## src/rtl/mem_port_arbiter_pkg.sv

```systemverilog
`default_nettype none
// ============================================================================
// Module   : mem_port_arbiter_pkg
// Brief    : Shared encodings and default widths for the memory port arbiter.
// Revision : 1.0 - initial release
// ============================================================================
package mem_port_arbiter_pkg;

   localparam int DEF_ADDR_W  = 16;
   localparam int DEF_DATA_W  = 16;
   localparam int DEF_LATENCY = 2;

   localparam logic ST_IDLE   = 1'b0;
   localparam logic ST_ACCESS = 1'b1;

   localparam logic OWN_I = 1'b0;
   localparam logic OWN_D = 1'b1;

   localparam logic OP_RD = 1'b0;
   localparam logic OP_WR = 1'b1;

   // Counter must be able to hold LATENCY-1 for any LATENCY >= 1.
   function automatic int cnt_width(input int latency);
      return (latency < 1) ? 1 : $clog2(latency + 1);
   endfunction

endpackage
`default_nettype wire

```

## src/rtl/mem_arb_grant.sv

```systemverilog
`default_nettype none
// ============================================================================
// Module   : mem_arb_grant
// Brief    : Combinational winner selection between fetch and data requests.
//            MEM_ARB_ROUND_ROBIN_EN selects alternating tie-break on last owner.
// Revision : 1.0 - initial release
// ============================================================================
module mem_arb_grant (
   input  logic i_fetch_req,
   input  logic i_data_req,
`ifdef MEM_ARB_ROUND_ROBIN_EN
   input  logic i_last_owner,
`endif
   output logic o_valid,
   output logic o_owner
);
   import mem_port_arbiter_pkg::*;

   assign o_valid = i_fetch_req | i_data_req;

   always_comb begin
      o_owner = i_data_req ? OWN_D : OWN_I;
`ifdef MEM_ARB_ROUND_ROBIN_EN
      if (i_fetch_req && i_data_req) begin
         o_owner = (i_last_owner == OWN_D) ? OWN_I : OWN_D;
      end
`endif
   end

endmodule
`default_nettype wire

```

## src/rtl/mem_port_arbiter.sv

```systemverilog
`default_nettype none
// ============================================================================
// Module   : mem_port_arbiter
// Brief    : Shares one fixed-latency memory between fetch and data ports.
//            MEM_ARB_ROUND_ROBIN_EN enables round-robin tie-breaking.
// Revision : 1.0 - initial release
// ============================================================================
module mem_port_arbiter
   import mem_port_arbiter_pkg::*;
#(
   parameter int ADDR_W  = DEF_ADDR_W,
   parameter int DATA_W  = DEF_DATA_W,
   parameter int LATENCY = DEF_LATENCY
) (
   input  logic              clk,
   input  logic              reset,
   input  logic              i_req,
   input  logic [ADDR_W-1:0] i_addr,
   input  logic              i_abort,
   output logic              i_ready,
   output logic [DATA_W-1:0] i_rdata,
   output logic              i_busy,
   input  logic              d_read,
   input  logic              d_write,
   input  logic [ADDR_W-1:0] d_addr,
   input  logic [DATA_W-1:0] d_wdata,
   output logic              d_ready,
   output logic [DATA_W-1:0] d_rdata,
   output logic              d_busy,
   output logic              mem_read,
   output logic              mem_write,
   output logic [ADDR_W-1:0] mem_addr,
   output logic [DATA_W-1:0] mem_wdata,
   input  logic [DATA_W-1:0] mem_rdata
);

   localparam int CNT_W = cnt_width(LATENCY);

   logic              r_state;
   logic              w_state_nxt;
   logic              r_owner;
   logic              r_op;
   logic [ADDR_W-1:0] r_addr;
   logic [DATA_W-1:0] r_wdata;
   logic [CNT_W-1:0]  r_cnt;
   logic [DATA_W-1:0] r_i_rdata;
   logic [DATA_W-1:0] r_d_rdata;
`ifdef MEM_ARB_ROUND_ROBIN_EN
   logic              r_last_owner;
`endif

   logic w_fetch_req;
   logic w_data_req;
   logic w_grant_valid;
   logic w_grant_owner;
   logic w_last;
   logic w_fetch_abort;
   logic w_i_done;
   logic w_d_done;

   // An abort in IDLE hides the fetch from arbitration for that cycle.
   assign w_fetch_req   = i_req & ~i_abort;
   assign w_data_req    = d_read | d_write;
   assign w_last        = (r_cnt == '0);
   assign w_fetch_abort = (r_state == ST_ACCESS) && (r_owner == OWN_I) && i_abort;

   mem_arb_grant u_grant (
      .i_fetch_req  (w_fetch_req),
      .i_data_req   (w_data_req),
`ifdef MEM_ARB_ROUND_ROBIN_EN
      .i_last_owner (r_last_owner),
`endif
      .o_valid      (w_grant_valid),
      .o_owner      (w_grant_owner)
   );

   always_ff @(posedge clk or posedge reset) begin
      if (reset) begin
         r_state <= ST_IDLE;
      end else begin
         r_state <= w_state_nxt;
      end
   end

   always_comb begin
      w_state_nxt = r_state;
      case (r_state)
         ST_IDLE:   if (w_grant_valid) w_state_nxt = ST_ACCESS;
         ST_ACCESS: if (w_fetch_abort || w_last) w_state_nxt = ST_IDLE;
         default:   w_state_nxt = ST_IDLE;
      endcase
   end

   always_comb begin
      mem_read  = 1'b0;
      mem_write = 1'b0;
      mem_addr  = '0;
      mem_wdata = '0;
      w_i_done  = 1'b0;
      w_d_done  = 1'b0;
      if (r_state == ST_ACCESS) begin
         mem_addr  = r_addr;
         mem_wdata = r_wdata;
         mem_read  = (r_op == OP_RD) && !w_fetch_abort;
         mem_write = (r_op == OP_WR);
         if (w_last) begin
            w_i_done = (r_owner == OWN_I) && !w_fetch_abort;
            w_d_done = (r_owner == OWN_D);
         end
      end
   end

   assign i_ready = w_i_done;
   assign d_ready = w_d_done;
   assign i_rdata = w_i_done ? mem_rdata : r_i_rdata;
   assign d_rdata = (w_d_done && (r_op == OP_RD)) ? mem_rdata : r_d_rdata;
   // Gated by reset so busy reads 0 while reset is held, even with requests up.
   assign i_busy  = ~reset & i_req & ~w_i_done;
   assign d_busy  = ~reset & w_data_req & ~w_d_done;

   always_ff @(posedge clk or posedge reset) begin
      if (reset) begin
         r_owner      <= OWN_I;
         r_op         <= OP_RD;
         r_addr       <= '0;
         r_wdata      <= '0;
         r_cnt        <= '0;
         r_i_rdata    <= '0;
         r_d_rdata    <= '0;
`ifdef MEM_ARB_ROUND_ROBIN_EN
         r_last_owner <= OWN_D;
`endif
      end else begin
         if ((r_state == ST_IDLE) && w_grant_valid) begin
            r_owner      <= w_grant_owner;
            r_op         <= ((w_grant_owner == OWN_D) && d_write) ? OP_WR : OP_RD;
            r_addr       <= (w_grant_owner == OWN_D) ? d_addr : i_addr;
            r_wdata      <= ((w_grant_owner == OWN_D) && d_write) ? d_wdata : '0;
            r_cnt        <= CNT_W'(LATENCY - 1);
`ifdef MEM_ARB_ROUND_ROBIN_EN
            r_last_owner <= w_grant_owner;
`endif
         end else if ((r_state == ST_ACCESS) && !w_last) begin
            r_cnt <= r_cnt - CNT_W'(1);
         end
         if (w_i_done) begin
            r_i_rdata <= mem_rdata;
         end
         if (w_d_done && (r_op == OP_RD)) begin
            r_d_rdata <= mem_rdata;
         end
      end
   end

endmodule
`default_nettype wire

```

## config.mk

```make
export PLATFORM = sky130hd
export DESIGN_NAME = mem_port_arbiter
export DESIGN_NICKNAME = d
export VERILOG_FILES = /design/src/rtl/mem_port_arbiter_pkg.sv /design/src/rtl/mem_arb_grant.sv /design/src/rtl/mem_port_arbiter.sv
export SDC_FILE = /design/constraint.sdc
export NUM_CORES = 1
export LEC_CHECK = 0
export CORE_ASPECT_RATIO = 0.5
export CORE_MARGIN = 1.5
export CORE_UTILIZATION = 40
export CTS_CLUSTER_DIAMETER = 40
export DETAILED_ROUTE_END_ITERATION = 6
export PLACE_DENSITY_LB_ADDON = 0.12
export SETUP_SLACK_MARGIN = 0.2
export SLEW_MARGIN = 20
export SYNTH_ARGS = -nofsm -noshare
export SYNTH_HDL_FRONTEND = slang
export SYNTH_SLANG_ARGS = --single-unit
```

## constraint.sdc

```tcl
create_clock -name clk -period 2.5 [get_ports clk]
set_input_delay 0.375 -clock clk [delete_from_list [all_inputs] [get_ports clk]]
set_output_delay 0.375 -clock clk [all_outputs]
set_load 0.005 [all_outputs]
```

==> flow_summary.toml, run 1 <==
[timing]
rsz0062_at_grt = "true"
post-route-min-period_ps = 2340
fin_tns_setup_ps = 0
period_share_pct = 93.6
setup_viol = 0
fmax_ghz = 0.427
skew_ps = 5.23
tightest_slew_ps = 347
finalMaxSlewViolations = 0
hold_violations = 0
max_slew_margin_pct = 76.8
layout_setup_ws_ps = 159

[place]
placed_cells = 499
numPortBuffers = 139
pre_cts_slack_ps = 2.86
place_hpwl_mm = 5.40
gp_congestion = 0.760

[route]
drcViolationCount = 0
vias = 2437
routed_wl_mm = 8.05
drt_iter0_drc = 92
final_antenna_net_count = 0
wire_per_inst_um = 15.2
dr.pass1.iters = 5
viasPerCell = 4.59

[critical_path]
cp_max_fo = 5
crit_path_max_incr_delay_ps = 370
cp-start-kind = "flop"
crit_type = "flop to output pin"
crit_path_top_delay_cell = "dfrtp_1"
end_kind = "output pin"
path_cells = "inv_2, ha_4, nand2_4, nor3_4, buf_4, buf_6, buf_16, mux2_4, buf_6"
cp.required_ps = 2120
critPathArrivalTime_ps = 1970
worst_path_most_repeated_cell = "buf_6"

[floorplanning]
std_cell_rows = 23
core_area_sq_um = 8030
io_pins = 140
fp.dieW_um = 132
die_area_sq_um = 8890
start_util_pct = 41.4
fp.dieH_um = 67.4

[yosys]
synth_area_sq_um = 3320
postSynthNetCount = 324
seq_area_frac_synth_pct = 52.0
synthTopCellsByArea = "dfrtp_1, mux2_2, mux2_4"
yosysTopAreaCellShare_pct = 52.0
synth_top_area_cell = "dfrtp_1"
yosysWarnings = 0
synth_cells = 253
synth_edf_count = 0
synthDistinctLibCells = 29
synth-async-reset-ratio_pct = 100
synth_seq_cells = 69
ys.flop_type = "dfrtp_1"
synth_area_per_cell_sq_um = 13.1

[job]
cap_violations = 0

[clocking]
root_buffer = "clkbuf_16"
clk_path_buf_depth = 2
cts_tree = "yes"
clk_latency_ps = 320
cts.clk_slew.worst_paths_ps = 50
cts_buffers = 9
cts_sinks = 69
cts.htree.levels = 3
cts_hold_buf = 0

[cells_and_area]
diodes = 0
final_cell_count_no_fill = 531
layout_commonest_cell = "clkdlybuf4s50_1"
areaGrowthSynthToFinish_pct = 59.7
nets = 487
fillCellCount = 592
drive_gt1_share_pct = 33.4
final_cell_mix = "clkdlybuf4s50_1, dfrtp_1, and2_1"

[worst_hold_path]
hold_path_class = "input port to asynchronous set/reset pin"

[global_routing]
grt_pass1_wl_mm = 13.1
grt_max_degree = 68
overflow = 0
antenna_found_initial = 0
grt_pass1_vias = 2528
track_usage_pct = 19.4

[run_status]
outcome = "completed"

[power]
powerDensity_nw_per_um2 = 1120
p_leak_nw = 2.38
peakVddDrop_mv = 0.475
==> per-stage QoR <==
step	instance area [sq um]	power, mW	hold slack [ps]	utilization, %
after CTS	5340	6.06	282	66.5
after floorplan	3320	3.25	450	-
after detailed placement	4830	4.76	472	60.2
final	5300	5.94	315	66.1
after global routing	5300	6.36	319	66.1
after global placement	4830	4.66	467	60.2
==> cells in the mapped netlist, types with 2 or more instances <==
| master | instances |
|---|---|
| dfrtp_1 | 69 |
| mux2_1 | 10 |
| mux2_2 | 37 |
| nand3b_1 | 16 |
| buf_6 | 5 |
| o21ai_0 | 18 |
| nor3b_1 | 2 |
| clkbuf_1 | 6 |
| mux2_4 | 18 |
| buf_12 | 2 |
| and2_1 | 33 |
| nand2b_1 | 2 |
| inv_1 | 19 |
==> sequential cells by signal, indices dropped and copies added, names as in the netlist <==
name,cells
r_state,1
r_cnt,2
r_addr,16
r_d_rdata,16
r_wdata,16
r_i_rdata,16
r_owner,1
r_op,1
==> per-layer routing <==
metal | vias up | part of all wire (%) | track usage (%)
met3 | 8 | 5.7 | 6.61
li1 | 1174 | - | -
met1 | 1177 | 44 | 23.4
met5 | - | 0 | 0
met2 | 78 | 49 | 33.9
met4 | 0 | 0.83 | 5.42
==> what timing repair did <==
item | CTS | global route
resized for setup | 125 | 25
pin swaps | 2 | 2
setup buffers | 13 | 1
gates cloned | 4 | 0
setup endpoints to repair | 34 | 33
==> kinds of logic (layout without fill, tap and decap cells) <==
group,count (synthesis),in the layout,share of synthesized area (%)
simple gates,62,62,13.6
mux,65,65,24.1
compound gates,21,21,3.62
buf+inv,34,200,6.10
fa+ha+maj,1,1,0.377
xor+xnor,1,1,0.264
flops,69,69,52.0
==> worst paths after layout <==
check / start / endpoint / slack, ps / cells past startpoint
min in group clk: r_addr[9]$_DFFE_PP0P_ / r_addr[9]$_DFFE_PP0P_ / 480 / 1
setup reg to reg: r_cnt[0]$_DFFE_PP0P_ / r_i_rdata[8]$_DFF_PP0_ / 730 / 9
hold reg to reg: r_addr[9]$_DFFE_PP0P_ / r_addr[9]$_DFFE_PP0P_ / 480 / 1
max in group asynchronous: reset / r_addr[12]$_DFFE_PP0P_ / 1650 / 3
setup / recovery: r_cnt[0]$_DFFE_PP0P_ / i_rdata[10] / 160 / 9
hold / removal: reset / r_i_rdata[4]$_DFF_PP0_ / 320 / 2
==> critical path: cells and delay by family (launching register included) <==
kind | cells | cell delay (ps)
adder cells (fa/ha/maj) | 1 | 160
flip-flops | 1 | 370
buffers and inverters | 5 | 590
multiplexers | 1 | 310
AND/OR/NAND/NOR | 2 | 220
==> area by class of cell <==
| cell class | instances | area, sq um | share of cell area, % |
|---|---|---|---|
| clock inverters | 2 | 10.0 | 0.189 |
| inverters | 19 | 71.3 | 1.34 |
| well taps | 112 | 140 | 2.64 |
| flip-flops and latches | 69 | 1730 | 32.6 |
| clock buffers | 12 | 256 | 4.84 |
| multi-input cells | 150 | 1450 | 27.3 |
| repair buffers | 167 | 1650 | 31.1 |
==> power by group <==
group | switching (mW) | internal [mW]
combinational | 1.04 | 1.86
clock | 0.431 | 0.710
sequential | 0.233 | 1.67
total | 1.70 | 4.24
Power figures use the tool's default switching activity.
==> run 2: changes to the inputs <==
--- a/config.mk
+++ b/config.mk
@@ -6,10 +6,11 @@
 export NUM_CORES = 1
 export LEC_CHECK = 0
 export CORE_ASPECT_RATIO = 0.5
-export CORE_MARGIN = 1.5
+export CORE_MARGIN = 1
 export CORE_UTILIZATION = 40
 export CTS_CLUSTER_DIAMETER = 40
 export DETAILED_ROUTE_END_ITERATION = 6
+export MAX_ROUTING_LAYER = met4
 export PLACE_DENSITY_LB_ADDON = 0.12
 export SETUP_SLACK_MARGIN = 0.2
 export SLEW_MARGIN = 20
==> run 2 against run 1 <==
  * Maximum frequency fell by 1.9%
  * Sequential power barely moved
  * Design area rose by 2.3%
  * Critical path depth rose by 1
  * Largest cell class is now buffers
  * Setup slack got worse by 44 ps
  * Clock power barely moved
  * Critical endpoint is now i_rdata[1]
  * Clock-buffer cell count did not move
  * First-iteration DRC count fell by 23%
  * Global-route usage rose by 1.5 points
  * Sequential share of layout area fell by 0.74 points
==> flow_summary.toml, run 2 (same netlist as run 1, synthesis figures left out) <==
[route]
vias = 2502
wire_per_inst_um = 15.7
viasPerCell = 4.65
dr.pass1.iters = 4
drcViolationCount = 0
drt_iter0_drc = 71
routed_wl_mm = 8.47
final_antenna_net_count = 0

[critical_path]
crit_path_max_incr_delay_ps = 390
rr_startpoint = "r_cnt[1]$_DFFE_PP0P_"
cp-start-kind = "flop"
critPathArrivalTime_ps = 2010
end_kind = "output pin"
startpoint = "r_cnt[1]$_DFFE_PP0P_"
crit_path_top_delay_cell = "dfrtp_1"
cp.required_ps = 2120
crit_type = "flop to output pin"
path_cells = "inv_2, ha_4, nand2_4, nor3_4, buf_6, buf_6, buf_12, buf_6, mux2_4, buf_6"
cp_max_fo = 5
worst_path_most_repeated_cell = "buf_6"

[power]
p_leak_nw = 2.43
p_seq_share_pct = 31.5
combPwrFrac_pct = 49.9
clockPowerShare_pct = 18.6
p_sw_mw = 1.75
power_mw = 6.08
peakVddDrop_mv = 0.452
swShare_pct = 28.8
powerDensity_nw_per_um2 = 1120
p_int_mw = 4.33

[cells_and_area]
final_cell_mix = "clkdlybuf4s50_1, dfrtp_1, and2_1"
areaGrowthSynthToFinish_pct = 63.4
diodes = 0
fillCellCount = 565
regArea_sq_um = 1730
final_core_util_pct = 67.6
layout_commonest_cell = "clkdlybuf4s50_1"
final_cell_count_no_fill = 538
nets = 494
multi_input_area_sq_um = 1450
drive_gt1_share_pct = 34.5

[timing]
skew_ps = 4.15
setup_viol = 0
fmax_ghz = 0.419
finalMaxSlewViolations = 0
rsz0062_at_grt = "true"
hold_violations = 0
tightest_slew_ps = 482
fin_tns_setup_ps = 0
max_slew_margin_pct = 67.8
period_share_pct = 95.4
post-route-min-period_ps = 2390

[floorplanning]
core_area_sq_um = 8030
fp.dieW_um = 131
io_pins = 140
fp.dieH_um = 66.4
die_area_sq_um = 8690
start_util_pct = 41.4
std_cell_rows = 23

[global_routing]
grt_pass1_wl_mm = 13.1
grt_pass1_vias = 2622
overflow = 0
grt_max_degree = 32
track_usage_pct = 20.9
antenna_found_initial = 0

[clocking]
cts_tree = "yes"
cts_hold_buf = 0
cts.htree.levels = 3
cts_sinks = 69
clk_path_buf_depth = 2
clk_latency_ps = 320
root_buffer = "clkbuf_16"
cts.clk_slew.worst_paths_ps = 50
cts_buffers = 9

[worst_hold_path]
hold_path_class = "flop to flop"
hp-start = "r_addr[9]$_DFFE_PP0P_"

[run_status]
outcome = "completed"

[job]
cap_violations = 0

[place]
gp_congestion = 0.672
numPortBuffers = 139
placed_cells = 501
place_hpwl_mm = 5.56
[run 2: power by group through the flow]
stage	registers, mW	clock network, mW	logic, mW
final	1.91	1.13	3.04
after global routing	1.97	1.23	3.30
after CTS	1.91	1.17	2.94
after detailed placement	1.91	0	2.87
after global placement	1.88	0	2.78
after floorplan	1.82	0	1.43
[run 2: final cells by class]
type                       count  area share, %
clock buffer                  12           4.73
multi-input combinational    150           26.7
inverter                      19           1.31
timing repair buffer         174           32.6
tap                          112           2.58
clock inverter                 2          0.184
sequential                    69           31.8
[run 2: final timing paths]
kind | to | slack, ps | cells past startpoint
max in group asynchronous | r_addr[4]$_DFFE_PP0P_ | 1360 | 3
worst min-delay path | r_addr[9]$_DFFE_PP0P_ | 480 | 1
worst max-delay path | i_rdata[1] | 110 | 10
worst max register to register | r_i_rdata[15]$_DFF_PP0_ | 590 | 11
min in group asynchronous | r_wdata[2]$_DFFE_PP0P_ | 490 | 2
worst min register to register | r_addr[9]$_DFFE_PP0P_ | 480 | 1
[run 2: timing repair]
action	4_1_cts	5_1_grt
gates cloned	3	0
setup buffers	18	2
endpoints found under the setup margin	34	27
pin swaps	2	2
gates resized for setup	144	33
[run 2: stage by stage]
stage               hold slack [ps]  worst slack, ps  cell area, sq um
global placement                463             64.2              4850
detailed placement              472            -2.90              4850
finish                          481              115              5430
CTS                             457             36.5              5350
floorplan                       450              385              3320
global route                    505             26.1              5430
[run 2: worst max-delay path: cells and delay by family (launching register included)]
family	cells	cell delay, ps
buf+inv	6	630
simple gates	2	200
fa+ha+maj	1	140
flops	1	390
mux	1	310
[run 2: metal layers]
layer | vias to the layer above | GRT usage [%] | part of all wire, %
met5 | - | - | 0
met4 | 0 | 4.74 | 0.59
met3 | 6 | 6.96 | 6.2
met2 | 76 | 35.1 | 51
met1 | 1231 | 24.5 | 43
li1 | 1189 | - | -
